[src/rtl/fifo_pkg.sv]
// ---------------------------------------------------------------------------
// fifo_pkg
// Shared types and sizing helpers for the parametrised synchronous FIFO.
//   cnt_w(depth) : width of an occupancy counter able to hold 0..depth
//   ptr_w(depth) : width of a pointer addressing 0..depth-1 (at least 1 bit)
//   fifo_err_t   : sticky error status {ovf, udf}
// ---------------------------------------------------------------------------
package fifo_pkg;

   typedef struct packed {
      logic ovf;   // a write was rejected because the FIFO was full
      logic udf;   // a read was rejected because the FIFO was empty
   } fifo_err_t;

   function automatic int cnt_w(input int depth);
      return $clog2(depth + 1);
   endfunction

   function automatic int ptr_w(input int depth);
      int w;
      w = $clog2(depth);
      return (w < 1) ? 1 : w;
   endfunction

endpackage : fifo_pkg

[src/rtl/fifo_mem.sv]
// ---------------------------------------------------------------------------
// fifo_mem
// Simple dual-port storage array: one synchronous write port, one
// asynchronous read port. Contents are deliberately not reset.
// Ports:
//   clk        in   clock
//   i_wr_en    in   write strobe
//   i_wr_addr  in   write address (0..DEPTH-1)
//   i_wr_data  in   write data
//   i_rd_addr  in   read address (0..DEPTH-1)
//   o_rd_data  out  word at i_rd_addr (combinational)
// ---------------------------------------------------------------------------
module fifo_mem
   import fifo_pkg::*;
#(
   parameter int WIDTH = 16,
   parameter int DEPTH = 8
) (
   input  logic                      clk,
   input  logic                      i_wr_en,
   input  logic [ptr_w(DEPTH)-1:0]   i_wr_addr,
   input  logic [WIDTH-1:0]          i_wr_data,
   input  logic [ptr_w(DEPTH)-1:0]   i_rd_addr,
   output logic [WIDTH-1:0]          o_rd_data
);

   logic [WIDTH-1:0] r_mem [DEPTH];

   // Storage write port
   always_ff @(posedge clk) begin
      if (i_wr_en) begin
         r_mem[i_wr_addr] <= i_wr_data;
      end
   end

   assign o_rd_data = r_mem[i_rd_addr];

endmodule : fifo_mem

[src/rtl/fifo_param.sv]
// ---------------------------------------------------------------------------
// fifo_param
// Parametrised single-clock FIFO with programmable almost-full/almost-empty
// margins, occupancy count, sticky error status and optional
// first-word-fall-through read mode.
// Ports:
//   clk, rst      in   clock, synchronous active-high reset
//   wr_en         in   write request
//   data_in       in   write data
//   rd_en         in   read request
//   err_clr       in   clears err_sticky (a same-cycle new error wins)
//   data_out      out  read data (registered, or head word when FWFT=1)
//   rd_valid      out  data_out holds a valid word
//   wr_ack        out  pulse per accepted write
//   overflow      out  pulse per rejected write
//   underflow     out  pulse per rejected read
//   full, almostfull, empty, almostempty  out  occupancy flags
//   count         out  current occupancy
//   err_sticky    out  {ovf, udf} sticky error bits
// ---------------------------------------------------------------------------
module fifo_param
   import fifo_pkg::*;
#(
   parameter int WIDTH     = 16,
   parameter int DEPTH     = 8,
   parameter int AF_MARGIN = 1,
   parameter int AE_MARGIN = 1,
   parameter int FWFT      = 0
) (
   input  logic                      clk,
   input  logic                      rst,
   input  logic                      wr_en,
   input  logic [WIDTH-1:0]          data_in,
   input  logic                      rd_en,
   input  logic                      err_clr,
   output logic [WIDTH-1:0]          data_out,
   output logic                      rd_valid,
   output logic                      wr_ack,
   output logic                      overflow,
   output logic                      underflow,
   output logic                      full,
   output logic                      almostfull,
   output logic                      empty,
   output logic                      almostempty,
   output logic [cnt_w(DEPTH)-1:0]   count,
   output fifo_err_t                 err_sticky
);

   localparam int CW = cnt_w(DEPTH);
   localparam int PW = ptr_w(DEPTH);

   localparam logic [CW-1:0] CNT_ZERO  = {CW{1'b0}};
   localparam logic [CW-1:0] CNT_ONE   = CW'(1);
   localparam logic [CW-1:0] CNT_FULL  = CW'(DEPTH);
   localparam logic [CW-1:0] CNT_AF    = CW'(DEPTH - AF_MARGIN);
   localparam logic [CW-1:0] CNT_AE    = CW'(AE_MARGIN);
   localparam logic [PW-1:0] PTR_ZERO  = {PW{1'b0}};
   localparam logic [PW-1:0] PTR_ONE   = PW'(1);
   localparam logic [PW-1:0] PTR_LAST  = PW'(DEPTH - 1);

   // Parameter legality, caught at elaboration
   if (WIDTH < 1) begin : g_bad_width
      $error("fifo_param: WIDTH must be >= 1");
   end
   if (DEPTH < 2) begin : g_bad_depth
      $error("fifo_param: DEPTH must be >= 2");
   end
   if ((AF_MARGIN < 1) || (AF_MARGIN > DEPTH - 1)) begin : g_bad_af
      $error("fifo_param: AF_MARGIN must be in 1..DEPTH-1");
   end
   if ((AE_MARGIN < 1) || (AE_MARGIN > DEPTH - 1)) begin : g_bad_ae
      $error("fifo_param: AE_MARGIN must be in 1..DEPTH-1");
   end
   if ((FWFT != 0) && (FWFT != 1)) begin : g_bad_fwft
      $error("fifo_param: FWFT must be 0 or 1");
   end

   // Pointers wrap explicitly so DEPTH need not be a power of two
   function automatic logic [PW-1:0] next_ptr(input logic [PW-1:0] p);
      return (p == PTR_LAST) ? PTR_ZERO : (p + PTR_ONE);
   endfunction

   logic [PW-1:0]    r_wr_ptr;
   logic [PW-1:0]    r_rd_ptr;
   logic [CW-1:0]    r_count;
   logic [WIDTH-1:0] r_data_out;
   logic             r_rd_valid;
   logic             r_wr_ack;
   logic             r_overflow;
   logic             r_underflow;
   fifo_err_t        r_err;

   logic             w_full;
   logic             w_empty;
   logic             w_wr_acc;
   logic             w_rd_acc;
   logic             w_wr_rej;
   logic             w_rd_rej;
   logic [WIDTH-1:0] w_rd_data;

   // Flags come from the registered count only, so requests never reach outputs
   assign w_full   = (r_count == CNT_FULL);
   assign w_empty  = (r_count == CNT_ZERO);

   // A full FIFO rejects writes even with a concurrent read; an empty FIFO
   // rejects reads even with a concurrent write
   assign w_wr_acc = wr_en && !w_full;
   assign w_wr_rej = wr_en &&  w_full;
   assign w_rd_acc = rd_en && !w_empty;
   assign w_rd_rej = rd_en &&  w_empty;

   fifo_mem #(
      .WIDTH (WIDTH),
      .DEPTH (DEPTH)
   ) u_mem (
      .clk       (clk),
      .i_wr_en   (w_wr_acc && !rst),
      .i_wr_addr (r_wr_ptr),
      .i_wr_data (data_in),
      .i_rd_addr (r_rd_ptr),
      .o_rd_data (w_rd_data)
   );

   // Pointer and occupancy state
   always_ff @(posedge clk) begin
      if (rst) begin
         r_wr_ptr <= PTR_ZERO;
         r_rd_ptr <= PTR_ZERO;
         r_count  <= CNT_ZERO;
      end else begin
         if (w_wr_acc) begin
            r_wr_ptr <= next_ptr(r_wr_ptr);
         end
         if (w_rd_acc) begin
            r_rd_ptr <= next_ptr(r_rd_ptr);
         end
         case ({w_wr_acc, w_rd_acc})
            2'b10:   r_count <= r_count + CNT_ONE;
            2'b01:   r_count <= r_count - CNT_ONE;
            default: r_count <= r_count;
         endcase
      end
   end

   // Registered read port and one-cycle event pulses
   always_ff @(posedge clk) begin
      if (rst) begin
         r_data_out  <= {WIDTH{1'b0}};
         r_rd_valid  <= 1'b0;
         r_wr_ack    <= 1'b0;
         r_overflow  <= 1'b0;
         r_underflow <= 1'b0;
      end else begin
         if (w_rd_acc) begin
            r_data_out <= w_rd_data;
         end
         r_rd_valid  <= w_rd_acc;
         r_wr_ack    <= w_wr_acc;
         r_overflow  <= w_wr_rej;
         r_underflow <= w_rd_rej;
      end
   end

   // Sticky error bits: a new error in the clear cycle keeps the bit set
   always_ff @(posedge clk) begin
      if (rst) begin
         r_err <= '{ovf: 1'b0, udf: 1'b0};
      end else begin
         r_err.ovf <= w_wr_rej | (r_err.ovf & ~err_clr);
         r_err.udf <= w_rd_rej | (r_err.udf & ~err_clr);
      end
   end

   // Read-data presentation: head word in FWFT mode, registered word otherwise
   always_comb begin
      data_out = r_data_out;
      rd_valid = r_rd_valid;
      if (FWFT != 0) begin
         data_out = w_empty ? {WIDTH{1'b0}} : w_rd_data;
         rd_valid = !w_empty;
      end else begin
         data_out = r_data_out;
         rd_valid = r_rd_valid;
      end
   end

   assign wr_ack      = r_wr_ack;
   assign overflow    = r_overflow;
   assign underflow   = r_underflow;
   assign full        = w_full;
   assign empty       = w_empty;
   assign almostfull  = (r_count >= CNT_AF) && (r_count < CNT_FULL);
   assign almostempty = !w_empty && (r_count <= CNT_AE);
   assign count       = r_count;
   assign err_sticky  = r_err;

endmodule : fifo_param

[config.mk]
export PLATFORM = sky130hd
export DESIGN_NAME = fifo_param
export DESIGN_NICKNAME = d
export VERILOG_FILES = /design/src/rtl/fifo_pkg.sv /design/src/rtl/fifo_mem.sv /design/src/rtl/fifo_param.sv
export SDC_FILE = /design/constraint.sdc
export NUM_CORES = 1
export LEC_CHECK = 0
export ABC_AREA = 1
export CAP_MARGIN = 20
export CORE_ASPECT_RATIO = 1.5
export CORE_MARGIN = 5
export CORE_UTILIZATION = 50
export CTS_CLUSTER_DIAMETER = 40
export DETAILED_ROUTE_END_ITERATION = 8
export PLACE_DENSITY_LB_ADDON = 0.3
export SYNTH_ARGS = -nofsm -noshare
export SYNTH_HDL_FRONTEND = slang
export SYNTH_SLANG_ARGS = --single-unit
[constraint.sdc]
create_clock -name clk -period 5.5 [get_ports clk]
set_input_delay 0.825 -clock clk [delete_from_list [all_inputs] [get_ports clk]]
set_output_delay 0.825 -clock clk [all_outputs]
set_load 0.01 [all_outputs]
==> summary.txt <==
Critical path
  – Slowest stage delay, CP: 0.54 ns
  – Critical path fanouts, max: 5
  – Crit. End Element: output pin
  – Crit path kind: reg2out
  – R2r setup slk: approximately 2.9 ns
  – FF-to-FF path depth: 11
  – Crit path cell chain: inv_1 -> ha_1 -> nand3_1 -> inv_1 -> clkdlybuf4s50_1
  – CP max-delay cell: clkdlybuf4s50_1
  – WP data required: between 4 and 5 ns
  – CP most frequent cell: inv_1
  – Startpoint Class: flop
  – Worst path arrival time: 1.89 ns

Final layout
  – Final #Nets: between 700 and 800
  – Area Growth Syn to Fin: 17.6%
  – Post-route design area: between 0.007 and 0.008 sq mm
  – Antenna cells: 0
  – Fill cells: roughly 1,100
  – Share of layout cells above drive strength 1: about 7.4%

Pwr
  – Switching share of power: 31.0%
  – Sequential Power Share: between 40% and 50%
  – Power share of the clock group: approximately 33%
  – Net Sw Power: a little over 0.001 W
  – Peak supply drop: ~0.23 mV
  – Total power: 0.00335 W
  – PD cells: 425 mW/mm^2
  – Logic gate share of total power: 23.4%
  – Static leakage power: roughly 3.3 nW
  – Int Pwr: between 0.002 and 0.0025 W

Timing
  – Fin crit period: between 2 and 3 ns
  – Setup WS post-layout: about 2.8 ns
  – RSZ-0062 raised after global routing: false
  – Max Freq: approximately 370 MHz
  – Final Hold Fails: 0
  – Slew HR: about a third
  – Finish-stage setup viols: 0
  – TNS Setup: 0 ns
  – Final period utilization: between 40% and 50%
  – Worst Max-Slew Pin Slew: 0.997 ns
  – Slew Limit Fails: 0
  – Skew final: around 0.0072 ns

Run status
  – Status: completed

Clock tree
  – Clk Tree Root Cell: clkbuf_16
  – CTS Sinks: 160
  – Clock Latency Late Sink: between 0.4 and 0.5 ns
  – Setup bufs post-CTS: 0
  – TritonCTS buffer count: 17
  – H-tree depth: 4
  – Max Buffers Root-to-Sink: 2
  – # resized after CTS: 0
  – Hold Buf Count CTS: 0
  – CTS tree: done
  – Reg clk slew, reported paths: ~0.06 ns

Die
  – Initial Utilization: 51.3%
  – I/O pin total: 51
  – Die Width: between 100 and 150 microns
  – Die Ht: ~150 microns
  – Core ar.: 0.0131 sq mm
  – Rows: 51
  – Die footprint: roughly 0.016 sq mm

Worst hold path
  – Worst hold path depth: 2
  – Hold Path Class: reg2reg

Synth
  – Netlist cell types: 25
  – Mean Syn Cell Area: a little over 10 sq um
  – Syn nets: ~690
  – Synthesis warning total: 0
  – Post-Syn Area: 0.00671 sq mm
  – Seq cells post-synth: between 150 and 200
  – Seq/Total Area, Yosys: ~67%
  – Cells after Synth: 664

Placed design
  – Placed cell areas: approximately 0.0073 sq mm
  – IO buf count: 50
  – Place WS: 2.43 ns
  – GP Congestion: ~0.9
  – DP HPWL: around 9500 microns

Drt
  – DR WL/cell: ~16 microns
  – Antenna viol nets, final: 0
  – Initial DRT Pass Iterations: 5
  – Drt via density: 5.14
  – Post-route DRC: 0
  – Vias: about 4,600
  – WL final: approximately 15,000 microns
  – Drt initial violations: approximately 300

Global route
  – Largest net degree at the start of global routing: between 60 and 70
  – Gr ovfl total: 0
  – Global-route wire length before repair: roughly 24,000 microns
  – Antenna violations before repair: 0
  – Number of global-route vias before repair: around 4,400
  – Global-route usage over all layers: 19.1%

Flow run
  – MaxCap Viol Count: 0
==> cell type report <==
type                       instances  area (sq um)  share of cell area (%)
clock buffer                      17           425                    5.40
clock inverter                    15           134                    1.70
inverter                         114           429                    5.44
multi-input combinational        360          1620                    20.5
sequential                       160          4490                    56.9
tap                              159           199                    2.52
timing repair buffer              61           596                    7.55
==> per-layer routing <==
metal	vias up	share of wire [%]	global-route usage [%]
met1	2158	43	25.6
met4	0	2.0	6.73
met2	117	50	30.4
met5	-	0	0
met3	24	4.8	4.49
li1	2253	-	-
==> worst paths after layout <==
| kind | end | start |
|---|---|---|
| setup / recovery | full | count[1] |
| hold / removal | err_sticky[1] | err_sticky[1] |
| hold reg to reg | err_sticky[1] | err_sticky[1] |
| setup reg to reg | count[3] | count[1] |
==> worst max-delay path, delay by kind of cell (launching register included) <==
| kind | cells | cell delay (ns) |
|---|---|---|
| DFF | 1 | 0.35 |
| and+or+nand+nor | 1 | 0.14 |
| buffers and inverters | 3 | 0.74 |
| adders and majority gates | 1 | 0.25 |
==> logic make-up (layout without fill, tap and decap cells) <==
kind of cell,after synthesis,count (layout),synth area share [%]
AO/OA/AOI/OAI,36,36,2.72
XOR/XNOR,1,1,0.131
adder cells (fa/ha/maj),8,8,1.49
buffers and inverters,144,207,9.01
flip-flops,160,160,66.9
AND/OR/NAND/NOR,315,315,19.8
==> cells in the mapped netlist, drive strengths merged <==
| cell | number | area [sq um] |
|---|---|---|
| nand3 | 99 | 500 |
| nand4 | 2 | 12.5 |
| clkinv | 1 | 5.00 |
| a22oi | 1 | 7.51 |
| clkbuf | 5 | 20.0 |
| buf | 25 | 155 |
| o21ai | 9 | 45.0 |
| nor2 | 23 | 88.8 |
| nand2 | 190 | 718 |
| inv | 113 | 424 |
| dfxtp | 32 | 641 |
| nor3 | 1 | 5.00 |
| ha | 8 | 100 |
| a21oi | 26 | 130 |
| xor2 | 1 | 8.76 |
| edfxtp | 128 | 3840 |
==> power groups by stage <==
stage / Combinational, W / Sequential [W] / Clock [W]
3_3_place_gp: 0.000755 / 0.00148 / 0
3_5_place_dp: 0.000775 / 0.00148 / 0
5_1_grt: 0.000877 / 0.00147 / 0.00118
4_1_cts: 0.000782 / 0.00146 / 0.00112
6_report: 0.000784 / 0.00146 / 0.00111
2_1_floorplan: 0.000507 / 0.00148 / 0
==> per-stage QoR <==
step / hold WS (ns) / utilization [%] / cells
after floorplan: 0.475 / - / 664
after global placement: 0.450 / 55.8 / 853
after detailed placement: 0.463 / 55.8 / 853
after CTS: 0.471 / 60.1 / 885
after global routing: 0.491 / 60.3 / 886
final: 0.467 / 60.3 / 886
==> placed cells by master, fill, tap and decap left out <==
master           count
clkinvlp_4           5
inv_1              107
nand3_2              1
nor2_1              22
nand2_1            188
clkinv_1             1
nand4_1              2
o21ai_0              4
a22oi_1              1
a21oi_1             26
nor2_2               1
dfxtp_2              1
nor3_1               1
ha_1                 8
clkbuf_16           17
bufinv_16            1
buf_4               10
clkdlybuf4s50_1     50
inv_2                6
dfxtp_1             31
edfxtp_1           128
inv_6                5
clkinv_2             3
nand2_2              2
buf_12               1
nand3_1             98
xor2_1               1
o21ai_1              5
clkinv_4             1
==> state kept, by name (all words and copies together), names as in the netlist <==
register	cells
rd_valid	1
count	4
r_rd_ptr	3
u_mem.r_mem	128
r_wr_ptr	3
overflow	1
err_sticky	2
data_out	16
underflow	1
wr_ack	1
Power figures use the tool's default switching activity.
